`src/rtl/hazard_control.sv`:
```
// Pipeline sequencing controller: load-use stalls, taken-branch squash and
// data-memory wait states, plus saturating stall/flush performance counters.
module hazard_control #(
   parameter int unsigned LU_DEPTH    = 1,
   parameter int unsigned FLUSH_DEPTH = 2,
   parameter int unsigned CNT_W       = 16
) (
   input  logic             clk,
   input  logic             rst,
   input  logic [4:0]       rr1_d,
   input  logic [4:0]       rr2_d,
   input  logic [4:0]       rw_x,
   input  logic             memread_x,
   input  logic             branch_taken_x,
   input  logic             mem_req_m,
   input  logic             mem_ready,
   output logic             pc_en,
   output logic             if_id_en,
   output logic             nop_d,
   output logic             nop_x,
   output logic [1:0]       state,
   output logic [CNT_W-1:0] stall_cnt,
   output logic [CNT_W-1:0] flush_cnt
);

   typedef enum logic [1:0] {
      RUN        = 2'b00,
      LOAD_STALL = 2'b01,
      FLUSH      = 2'b10,
      ILLEGAL    = 2'b11
   } state_e;

   localparam logic [2:0] LU_RELOAD = 3'(LU_DEPTH - 1);
   localparam logic [2:0] FL_RELOAD = 3'(FLUSH_DEPTH - 1);

   state_e           state_q, state_d;
   logic [2:0]       cnt_q, cnt_d;
   logic [CNT_W-1:0] stall_cnt_q, flush_cnt_q;
   logic             freeze, lu_hazard, flush_inc;

   assign freeze    = mem_req_m & ~mem_ready;
   assign lu_hazard = memread_x & (rw_x != 5'd0) & ((rw_x == rr1_d) | (rw_x == rr2_d));

   always_comb begin
      state_d   = state_q;
      cnt_d     = cnt_q;
      flush_inc = 1'b0;
      pc_en     = 1'b1;
      if_id_en  = 1'b1;
      nop_d     = 1'b0;
      nop_x     = 1'b0;

      if (freeze) begin
         pc_en    = 1'b0;
         if_id_en = 1'b0;
      end else begin
         case (state_q)
            RUN: begin
               // Branch beats load-use: the decode instruction is wrong-path anyway.
               if (branch_taken_x) begin
                  nop_d     = 1'b1;
                  nop_x     = 1'b1;
                  flush_inc = 1'b1;
                  if (FLUSH_DEPTH > 1) begin
                     state_d = FLUSH;
                     cnt_d   = FL_RELOAD;
                  end
               end else if (lu_hazard) begin
                  pc_en    = 1'b0;
                  if_id_en = 1'b0;
                  nop_x    = 1'b1;
                  if (LU_DEPTH > 1) begin
                     state_d = LOAD_STALL;
                     cnt_d   = LU_RELOAD;
                  end
               end
            end
            FLUSH: begin
               nop_d = 1'b1;
               nop_x = 1'b1;
               cnt_d = cnt_q - 3'd1;
               if (cnt_q <= 3'd1) begin
                  state_d = RUN;
                  cnt_d   = '0;
               end
            end
            LOAD_STALL: begin
               pc_en    = 1'b0;
               if_id_en = 1'b0;
               nop_x    = 1'b1;
               cnt_d    = cnt_q - 3'd1;
               if (cnt_q <= 3'd1) begin
                  state_d = RUN;
                  cnt_d   = '0;
               end
            end
            default: begin
               state_d = RUN;
               cnt_d   = '0;
            end
         endcase
      end

      if (rst) begin
         pc_en    = 1'b0;
         if_id_en = 1'b0;
         nop_d    = 1'b1;
         nop_x    = 1'b1;
      end
   end

   always_ff @(posedge clk or posedge rst) begin
      if (rst) begin
         state_q     <= RUN;
         cnt_q       <= '0;
         stall_cnt_q <= '0;
         flush_cnt_q <= '0;
      end else begin
         state_q <= state_d;
         cnt_q   <= cnt_d;
         if (!pc_en && (stall_cnt_q != '1))
            stall_cnt_q <= stall_cnt_q + CNT_W'(1);
         if (flush_inc && (flush_cnt_q != '1))
            flush_cnt_q <= flush_cnt_q + CNT_W'(1);
      end
   end

   assign state     = state_q;
   assign stall_cnt = stall_cnt_q;
   assign flush_cnt = flush_cnt_q;

endmodule

```
`config.mk`:
```
export PLATFORM = sky130hd
export DESIGN_NAME = hazard_control
export DESIGN_NICKNAME = d
export VERILOG_FILES = /design/src/rtl/hazard_control.sv
export SDC_FILE = /design/constraint.sdc
export NUM_CORES = 1
export LEC_CHECK = 0
export CAP_MARGIN = 20
export CORE_MARGIN = 2
export CORE_UTILIZATION = 55
export DETAILED_ROUTE_END_ITERATION = 8
export DONT_BUFFER_PORTS = 1
export HOLD_SLACK_MARGIN = 0.05
export PLACE_DENSITY = 0.78
export SYNTH_ARGS = -nofsm -noshare
export SYNTH_HDL_FRONTEND = slang
export SYNTH_SLANG_ARGS = --single-unit
```
`constraint.sdc`:
```
create_clock -name clk -period 3.7 [get_ports clk]
set_clock_uncertainty 0.15 [all_clocks]
set_input_delay 0.74 -clock clk [delete_from_list [all_inputs] [get_ports clk]]
set_output_delay 0.74 -clock clk [all_outputs]
set_load 0.005 [all_outputs]
```
==> flow_summary.json <==
{
  "status": "finished, final reports clean",
  "worst_slew_pin_slew_ns": 0.7087,
  "worstSetupStartpointType": "primary input",
  "die_w_um": 62.81,
  "drv_slew": 0,
  "multi_input_area_um2": 948.4,
  "fillCellCount": 299,
  "worst_setup_path_end_kind": "primary output",
  "fin_cells": 241,
  "seqCellArea_um2": 900.9,
  "wl_per_cell_um": 15.80,
  "diodes": 0,
  "finalHoldViolCount": 0,
  "detail-route-antenna-nets": 0,
  "layout_min_cycle_time_ns": 2.659,
  "clock-sinks": 36,
  "via_per_inst": 5.722,
  "relSlewSlack_pct": 52.70,
  "finalSetupTns_ns": 0,
  "track_usage_pct": 21.25,
  "cts-root-buf": "clkbuf_4",
  "antenna_found_initial": 0,
  "rr_worst_depth": 6,
  "cp_max_fo": 3,
  "cpPeakStageDelay_ns": 0.52,
  "tritoncts": "built",
  "htree_levels": 2,
  "grt_max_degree": 21,
  "dieArea_um2": 3944,
  "path_cells": "or4_4 > o211ai_2 > nand2b_1 > and2_1",
  "ys_seq_area_share_pct": 47.37,
  "core_um2": 3337,
  "ctsHoldBuffers": 0,
  "crit_type": "primary input to primary output",
  "utilization_pct": 59.99,
  "cp_slowest_cell": "or4_4",
  "clk_latency_ns": 0.33,
  "fin_nets": 219,
  "fmax_mhz": 376.1,
  "drtIter0Drc": 51,
  "grt_pass1_wl_mm": 6.575,
  "synth_seq_cells": 36,
  "synthArstFlopShare_pct": 100.0,
  "cts.clk_slew.worst_paths_ns": 0.11,
  "cts_buffer_depth": 2,
  "gr-total-overflow": 0,
  "cts-resized-gates": 0,
  "critPathArrivalTime_ns": 1.77,
  "syn_nets": 214,
  "postSynthCellCount": 189,
  "routed_wirelength_mm": 3.808,
  "vias": 1379,
  "power_w": 0.001206,
  "cts_inserted_buffers": 5,
  "drt-pass1-iter-count": 7,
  "rsz0062_at_grt": "false",
  "power_leakage_nw": 0.8304,
  "peakVddDrop_mv": 0.3523,
  "place_congestion": 0.7374,
  "fp.dieH_um": 62.81,
  "finalCritPeriodShare_pct": 71.86,
  "initial_core_util_pct": 56.99,
  "pin_count": 59,
  "drive_gt1_share_pct": 7.692,
  "setup_viol": 0,
  "synth.distinct_cells": 35,
  "grt_pass1_vias": 1471,
  "area_growth_pct": 5.263,
  "max_cap_violations": 0,
  "powerDensity_nw_per_um2": 602.5,
  "synth-main-ff-cell": "dfrtp_1",
  "hold_class": "primary input to asynchronous set/reset pin",
  "avgSynthCellArea_um2": 10.06,
  "placed_cells": 233,
  "dp_hpwl_mm": 2.990,
  "numPortBuffers": 0,
  "synth_edf_count": 0,
  "route.detailed.drc": 0,
  "cp.required_ns": 2.81,
  "yosysWarnings": 0,
  "std_cell_rows": 21,
  "cts_setup_buffers": 0,
  "syn_area_um2": 1902
}
placed cells by master, fill, tap and decap left out, drive strengths merged, types with 3 or more instances in the layout:
| cell type | n |
|---|---|
| nand4 | 6 |
| nor2 | 13 |
| o21ai | 4 |
| nand2 | 21 |
| inv | 7 |
| clkbuf | 6 |
| xor2 | 15 |
| ha | 4 |
| and3 | 3 |
| nor3 | 8 |
| dfrtp | 36 |
| nand3 | 16 |
| nor4 | 4 |
| a21oi | 4 |
| mux2 | 3 |
| xnor2 | 25 |
worst max-delay path: cells and delay by family:
family	cells	cell delay [ns]
compound gates	1	0.18
simple gates	3	0.85
path summary, 6_finish.rpt:
path                               from             to  slack (ns)
min                                 rst  stall_cnt[14]        0.24
max                             rw_x[1]       if_id_en        1.04
min reg2reg                flush_cnt[4]   flush_cnt[4]        0.39
max in group asynchronous           rst   flush_cnt[9]        2.42
min in group clk           flush_cnt[4]   flush_cnt[4]        0.39
max reg2reg                stall_cnt[0]   stall_cnt[1]        1.33
metrics by stage:
stage          cell area [µm²]  setup WS, ns  hold slack [ns]
5_1_grt                   2002        0.9938           0.2648
3_3_place_gp              1941         1.049           0.3333
6_report                  2002         1.041           0.2398
2_1_floorplan             1902        0.9882           0.3216
3_5_place_dp              1941         1.038           0.3796
4_1_cts                   2002         1.033           0.2425
Yosys cell counts, types with 2 or more instances:
library cell,n,area (µm²)
o21ai_0,4,20.02
a21oi_1,2,10.01
nand3_1,16,80.08
mux2_2,2,22.52
and3_1,3,18.77
nor4_1,4,25.02
nand2b_1,2,12.51
buf_4,2,15.01
xnor2_1,25,219.0
inv_1,7,26.28
nor2_1,13,48.80
ha_1,4,50.05
and2_1,2,12.51
nand2_1,21,78.83
dfrtp_1,36,900.9
nand4_1,6,37.54
nor3_1,8,40.04
xor2_1,15,131.4
sequential cells by signal (all words and copies together), names as in the netlist:
signal	count
cnt_q	3
flush_cnt	16
state	1
stall_cnt	16
routing by layer:
| layer | vias up | track usage, % | share of wire, % |
|---|---|---|---|
| met2 | 59 | 38.98 | 53 |
| met4 | 0 | 8.333 | 1.5 |
| met5 | - | 0 | 0 |
| met3 | 7 | 8.108 | 8.1 |
| met1 | 655 | 21.58 | 37 |
| li1 | 658 | - | - |
power breakdown:
group / internal (W) / switching [W] / total (W) / leakage (nW)
sequential: 0.000508 / 0.000167 / 0.000675 / 0.445
clock: 0.0000904 / 0.000127 / 0.000217 / 0.0380
combinational: 0.000146 / 0.000167 / 0.000314 / 0.347
final cells by class:
class / instances / area share (%)
Clock buffer: 6 / 2.563
Clock inverter: 2 / 0.5000
Inverter: 7 / 1.313
Multi-Input combinational cell: 143 / 47.38
Sequential cell: 36 / 45.00
Tap cell: 46 / 2.875
Timing Repair Buffer: 1 / 0.3750
logic make-up after synthesis:
logic type	synth area share, %
mux	1.776
fa+ha+maj	2.632
flops	47.37
xor+xnor	18.42
simple gates	20.72
buf+inv	2.763
other cells	0.1972
compound gates	6.119
Note: power is estimated with default switching activity, not from simulation.
